[src/rtl/ps_pkg.sv]
// Shared program-sequencer definitions: STKY bit positions, ureg addresses
// and the PC-stack operation encoding. Used by ps_pcstck_ctl.
package ps_pkg;

   localparam int unsigned STKY_EMPTY = 0;
   localparam int unsigned STKY_FULL  = 1;
   localparam int unsigned STKY_OVF   = 2;
   localparam int unsigned STKY_UFLW  = 3;

   localparam logic [4:0] UREG_PCSTK  = 5'b00100;
   localparam logic [4:0] UREG_PCSTKP = 5'b00101;
   localparam logic [4:0] UREG_STKY   = 5'b11110;

   // One resolved operation per cycle after priority decode.
   typedef enum logic [2:0] {
      STCK_OP_NONE = 3'd0,
      STCK_OP_PUSH = 3'd1,
      STCK_OP_POP  = 3'd2,
      STCK_OP_REPL = 3'd3,
      STCK_OP_WR   = 3'd4
   } stck_op_e;

endpackage : ps_pkg

[src/rtl/ps_stck_mem.sv]
// DEPTH x ADDR_W register array for the PC stack: one synchronous write
// port, one combinational read port, cleared by asynchronous reset.
module ps_stck_mem #(
   parameter int ADDR_W = 16,
   parameter int DEPTH  = 4,
   parameter int IDX_W  = (DEPTH > 1) ? $clog2(DEPTH) : 1
) (
   input  logic              clk,
   input  logic              rst_n,
   input  logic              wr_en_i,
   input  logic [IDX_W-1:0]  wr_addr_i,
   input  logic [ADDR_W-1:0] wr_dt_i,
   input  logic [IDX_W-1:0]  rd_addr_i,
   output logic [ADDR_W-1:0] rd_dt_o
);

   logic [ADDR_W-1:0] mem_q [DEPTH];

   // NOTE: this array is deliberately reset - the sequencer reads mem[0] while
   // the stack is empty, so its post-reset contents are architecturally visible.
   // NOTE: sequential state uses non-blocking assignments only, so every
   // register samples pre-edge values regardless of block ordering.
   always_ff @(posedge clk or negedge rst_n) begin
      if (!rst_n) begin
         for (int i = 0; i < DEPTH; i++) begin
            mem_q[i] <= '0;
         end
      end else if (wr_en_i) begin
         mem_q[wr_addr_i] <= wr_dt_i;
      end
   end

   assign rd_dt_o = mem_q[rd_addr_i];

endmodule : ps_stck_mem

[src/rtl/ps_pcstck_ctl.sv]
// PC stack controller: pointer, push/pop/replace/ureg-write priority and the
// sticky ovf/uflw bits. Define PS_STCK_UFLW_EN to build the underflow flag.
module ps_pcstck_ctl
   import ps_pkg::*;
#(
   parameter int ADDR_W = 16,
   parameter int DEPTH  = 4,
   parameter int PTR_W  = $clog2(DEPTH + 1)
) (
   input  logic              clk,
   input  logic              rst,
   input  logic              push,
   input  logic              pop,
   input  logic [ADDR_W-1:0] push_dt,
   input  logic              wr_en,
   input  logic [ADDR_W-1:0] wr_dt,
   input  logic              clr_stcky,
   output logic [ADDR_W-1:0] rd_dt,
   output logic [PTR_W-1:0]  ptr,
   output logic [3:0]        stcky
);

   localparam int IDX_W = (DEPTH > 1) ? $clog2(DEPTH) : 1;
   localparam logic [PTR_W-1:0] FULL_PTR = PTR_W'(DEPTH);
   localparam logic [PTR_W-1:0] ONE_PTR  = PTR_W'(1);

   logic [PTR_W-1:0]  ptr_q, ptr_d;
   logic              ovf_q, ovf_d, ovf_set;
   logic              uflw;
   logic              empty, full;
   logic [IDX_W-1:0]  top_idx;
   stck_op_e          op;
   logic              mem_we;
   logic [IDX_W-1:0]  mem_wa;
   logic [ADDR_W-1:0] mem_wd;

   assign empty   = (ptr_q == '0);
   assign full    = (ptr_q == FULL_PTR);
   assign top_idx = empty ? '0 : IDX_W'(ptr_q - ONE_PTR);

   // push+pop on an empty stack degenerates to a plain push; wr_en only
   // takes effect when neither push nor pop is requested.
   always_comb begin
      if (push && pop && !empty) op = STCK_OP_REPL;
      else if (push)             op = STCK_OP_PUSH;
      else if (pop)              op = STCK_OP_POP;
      else if (wr_en)            op = STCK_OP_WR;
      else                       op = STCK_OP_NONE;
   end

   // NOTE: every output of this block gets a default first, so no path
   // through the case can leave one unassigned and infer a latch.
   always_comb begin
      ptr_d   = ptr_q;
      mem_we  = 1'b0;
      mem_wa  = top_idx;
      mem_wd  = push_dt;
      ovf_set = 1'b0;
      unique case (op)
         STCK_OP_PUSH: begin
            if (full) begin
               ovf_set = 1'b1;
            end else begin
               mem_we = 1'b1;
               mem_wa = IDX_W'(ptr_q);
               ptr_d  = ptr_q + ONE_PTR;
            end
         end
         STCK_OP_POP: begin
            if (!empty) ptr_d = ptr_q - ONE_PTR;
         end
         STCK_OP_REPL: mem_we = 1'b1;
         STCK_OP_WR: begin
            mem_we = 1'b1;
            mem_wd = wr_dt;
         end
         default: ;
      endcase
      ovf_d = ovf_set | (ovf_q & ~clr_stcky);
   end

   always_ff @(posedge clk or negedge rst) begin
      if (!rst) begin
         ptr_q <= '0;
         ovf_q <= 1'b0;
      end else begin
         ptr_q <= ptr_d;
         ovf_q <= ovf_d;
      end
   end

`ifdef PS_STCK_UFLW_EN
   logic uflw_q, uflw_d, uflw_set;

   assign uflw_set = (op == STCK_OP_POP) && empty;
   assign uflw_d   = uflw_set | (uflw_q & ~clr_stcky);

   always_ff @(posedge clk or negedge rst) begin
      if (!rst) uflw_q <= 1'b0;
      else      uflw_q <= uflw_d;
   end

   assign uflw = uflw_q;
`else
   assign uflw = 1'b0;
`endif

   ps_stck_mem #(
      .ADDR_W (ADDR_W),
      .DEPTH  (DEPTH),
      .IDX_W  (IDX_W)
   ) u_mem (
      .clk       (clk),
      .rst_n     (rst),
      .wr_en_i   (mem_we),
      .wr_addr_i (mem_wa),
      .wr_dt_i   (mem_wd),
      .rd_addr_i (top_idx),
      .rd_dt_o   (rd_dt)
   );

   assign ptr                = ptr_q;
   assign stcky[STKY_UFLW]   = uflw;
   assign stcky[STKY_OVF]    = ovf_q;
   assign stcky[STKY_FULL]   = full;
   assign stcky[STKY_EMPTY]  = empty;

endmodule : ps_pcstck_ctl

[config.mk]
export PLATFORM = sky130hd
export DESIGN_NAME = ps_pcstck_ctl
export DESIGN_NICKNAME = d
export VERILOG_FILES = /design/src/rtl/ps_pkg.sv /design/src/rtl/ps_stck_mem.sv /design/src/rtl/ps_pcstck_ctl.sv
export SDC_FILE = /design/constraint.sdc
export NUM_CORES = 1
export LEC_CHECK = 0
export CELL_PAD_IN_SITES_DETAIL_PLACEMENT = 1
export CELL_PAD_IN_SITES_GLOBAL_PLACEMENT = 2
export CORE_MARGIN = 2
export CORE_UTILIZATION = 34
export DETAILED_ROUTE_END_ITERATION = 7
export PLACE_DENSITY = 0.83
export REMOVE_ABC_BUFFERS = 1
export SETUP_SLACK_MARGIN = 0.1
export SYNTH_ARGS = -nofsm -noshare
export SYNTH_HDL_FRONTEND = slang
export SYNTH_SLANG_ARGS = --single-unit
[constraint.sdc]
create_clock -name clk -period 2.9 [get_ports clk]
set_input_delay 0.725 -clock clk [delete_from_list [all_inputs] [get_ports clk]]
set_output_delay 0.725 -clock clk [all_outputs]
set_load 0.05 [all_outputs]
==> parameters.txt <==
Parameter                              Value

Status
  Run status    finished with violations
  Violations in the final reports    setup timing

Floorplan
  Placeable Area    0.0102 mm²
  Y dimension of the die    106 µm
  Number of top-level pins    61
  Effective utilization at floorplan    34.7%
  Placement row count    37
  Die X-Extent    106 µm
  Total Die Area    0.0112 mm²

Critical path
  Worst setup startpoint    ptr[1]$_DFFE_PN0P_
  Data arrival time of the critical path    2210 ps
  Origin of the critical flop-to-flop path    ptr[1]$_DFFE_PN0P_
  Launching element type of the critical path    flip-flop
  Worst endpoint required time    2170 ps
  R2R setup slack    610 ps
  Worst setup EP type    output pin
  Kind of critical path    flip-flop to output pin
  Logic depth of the worst register-to-register path    9
  Destination of the critical timing path    rd_dt[13]
  Peak fanout along the critical path    6
  R2R Path End    u_mem.mem_q[17]$_DFFE_PN0P_

Route
  Number of DRC violations after detailed routing    0
  Count of antenna-violating nets left after detailed routing    0
  Via count    2,245
  Routed wire length    8230 µm
  Vias per std cell    4.93
  DRT Pass-1 Iters    4
  DRC marker count from the first detailed-route iteration    82
  Wire per inst    18.1 µm

Placed design
  Number of port buffers    59
  Worst setup timing slack at the placement stage    107 ps
  RePlAce Congestion    0.731
  # placed instances    434
  Final HPWL from detailed placement    5670 µm

Global routing
  Number of global-route vias before repair    2,529
  Pin count of the biggest net entering global routing    44
  Initial antenna violation count    0
  Global-route wire length before repair    13,600 µm
  GRT Resource Usage Total    15.9%
  Grt ovf    0

Finish
  Number of fillers in the final layout    1,036
  Number of diodes    0
  Sequential cell area    0.00170 mm²
  Post-layout instance count excluding filler cells    455
  # nets final    355
  Synthesis-to-finish area growth    34.4%
  Multi-input logic area    0.00169 mm²
  Layout cell share with drive strength beyond 1    53.3%

Clocking
  Number of clock buffers inserted by TritonCTS    9
  Clk Tree Root Cell    sky130_fd_sc_hd__clkbuf_8
  CTS sink cnt    68
  Clock slew at reported path FFs    90 ps
  CTS tree    yes
  H-tree level count    3
  Maximum clock insertion buffer count    2
  Worst-Skew Late Latency    350 ps
  Post-CTS Hold Fix Bufs    0

Run
  Maximum capacitance violations    0

Timing
  Worst-case clock skew    15.2 ps
  Final Cycle Share    101%
  Final total negative setup slack    -136 ps
  Relative slew slack    58.6%
  Number of hold-slack violations in the final timing report    0
  Transition time of the tightest slew-check pin    621 ps
  RSZ-0062 raised after global routing    yes
  Total of endpoints with negative setup slack in the final report    8
  Final critical delay including setup and external delays    2940 ps
  Achievable clock frequency    340 MHz
  Slew Viols, Final    0
  Final worst slack    -39.6 ps

Synth
  Count leader, synth    sky130_fd_sc_hd__dfrtp_1
  Number of synthesis warnings    0
  Cell area after synthesis    0.00353 mm²
  Top cell type by total area after synthesis    sky130_fd_sc_hd__dfrtp_1
  Post-synth EDFFs    0
  Fraction of the mapped netlist area in simple logic gates    3.97%
  Post-Syn Area per Cell    15.0 µm²
  Post-synthesis sequential area ratio    48.2%
  Post-synthesis cell count    236
  Flip-flop and latch count after synthesis    68
  Adder and majority cell fraction of the synthesized area    1.06%
  Post-synthesis share of cell area spent on xor and xnor gates    0.248%
  Fraction of synthesized area in multiplexers    38.1%
  Cells taking the most area after synthesis    sky130_fd_sc_hd__dfrtp_1 48%, sky130_fd_sc_hd__mux2_2 19%, sky130_fd_sc_hd__mux4_2 10%
  Fraction of post-synthesis cell area in the top cell type by area    48.2%
  Share of the synthesized area in compound gates (AO/OA/AOI/OAI)    3.44%
  List of most frequent post-synthesis cells    68 x sky130_fd_sc_hd__dfrtp_1, 60 x sky130_fd_sc_hd__mux2_2, 20 x sky130_fd_sc_hd__mux2_4
  Fraction of registers with async set or reset after synthesis    100%
  Most instantiated flip-flop cell in the synthesis netlist    sky130_fd_sc_hd__dfrtp_1
  Count of different cell masters after synthesis    36
  Dominant combinational cell family by area after synthesis    multiplexers

Worst hold path
  Worst min-delay path class    input port to asynchronous set/reset pin
-- layout by cell type (no fill, tap or decap), drive strengths merged, types with 2 or more instances in the layout --
cell type / synthesis / final
inv: 6 / 8
ha: 3 / 3
nand2b: 4 / 4
a21oi: 6 / 6
nor2: 6 / 6
nor3b: 2 / 2
buf: 18 / 46
clkinv: 0 / 2
dfrtp: 68 / 68
nand2: 4 / 4
o21ai: 3 / 3
mux2: 80 / 80
nor2b: 2 / 2
clkdlybuf4s50: 0 / 40
mux4: 16 / 16
bufinv: 0 / 2
clkbuf: 1 / 10
nand3: 3 / 3
-- repair_timing --
| item | in CTS | in global routing |
|---|---|---|
| setup buffers | 4 | 0 |
| cloned | 1 | 0 |
| pin swaps | 2 | 2 |
| setup endpoints to repair | 16 | 16 |
| resized for setup | 34 | 3 |
-- layer usage --
layer / vias to the layer above / global-route usage, % / routed length, µm
met5: - / 0 / 0
met2: 37 / 26.1 / 4060
met3: 7 / 3.56 / 287
li1: 1019 / - / -
met4: 0 / 5.08 / 88
met1: 1182 / 21.0 / 3790
-- area by class of cell --
class	count	share of cell area [%]
Inverter	6	0.474
Clock inverter	6	2.00
Clock buffer	10	2.69
Multi-Input combinational cell	143	35.6
Tap cell	136	3.58
Timing Repair Buffer	86	19.8
Sequential cell	68	35.8
-- kinds of logic after synthesis --
logic type / Yosys count
flip-flops: 68
multiplexers: 97
XOR/XNOR: 1
other: 1
buffers and inverters: 25
adder cells (fa/ha/maj): 3
AO/OA/AOI/OAI: 18
AND/OR/NAND/NOR: 23
-- per-stage QoR --
step / hold slack [ps] / utilization (%) / instance area, µm²
final: 375 / 46.6 / 4750
after CTS: 394 / 46.5 / 4740
after floorplan: 429 / - / 3380
after global placement: 484 / 42.6 / 4340
after global routing: 423 / 46.6 / 4750
after detailed placement: 490 / 42.6 / 4340
-- critical path, stage by stage, from the launching register on --
cell                      delay (ps)
sky130_fd_sc_hd__dfrtp_1         410
sky130_fd_sc_hd__inv_2            70
sky130_fd_sc_hd__ha_4            160
sky130_fd_sc_hd__nor2b_4         130
sky130_fd_sc_hd__nor2_4          170
sky130_fd_sc_hd__buf_6           180
sky130_fd_sc_hd__mux4_2          550
sky130_fd_sc_hd__buf_8           170
-- worst min-delay path by stage --
stage,slack [ps],to,cells after the start
2_1_floorplan,430,ovf_q$_DFF_PN0_,0
3_3_place_gp,480,u_mem.mem_q[12]$_DFFE_PN0P_,1
3_5_place_dp,490,u_mem.mem_q[41]$_DFFE_PN0P_,1
4_1_cts,390,ptr[1]$_DFFE_PN0P_,1
5_1_grt,420,ptr[1]$_DFFE_PN0P_,1
6_report,370,ptr[1]$_DFFE_PN0P_,1
-- state kept, by name (all words and copies together) (netlist names) --
signal,cells
u_mem.mem_q,64
ovf_q,1
ptr,3
Power is left out: the tool's default activity adds up to more than one toggle a clock period on the data nets, which glitch-free logic cannot reach.
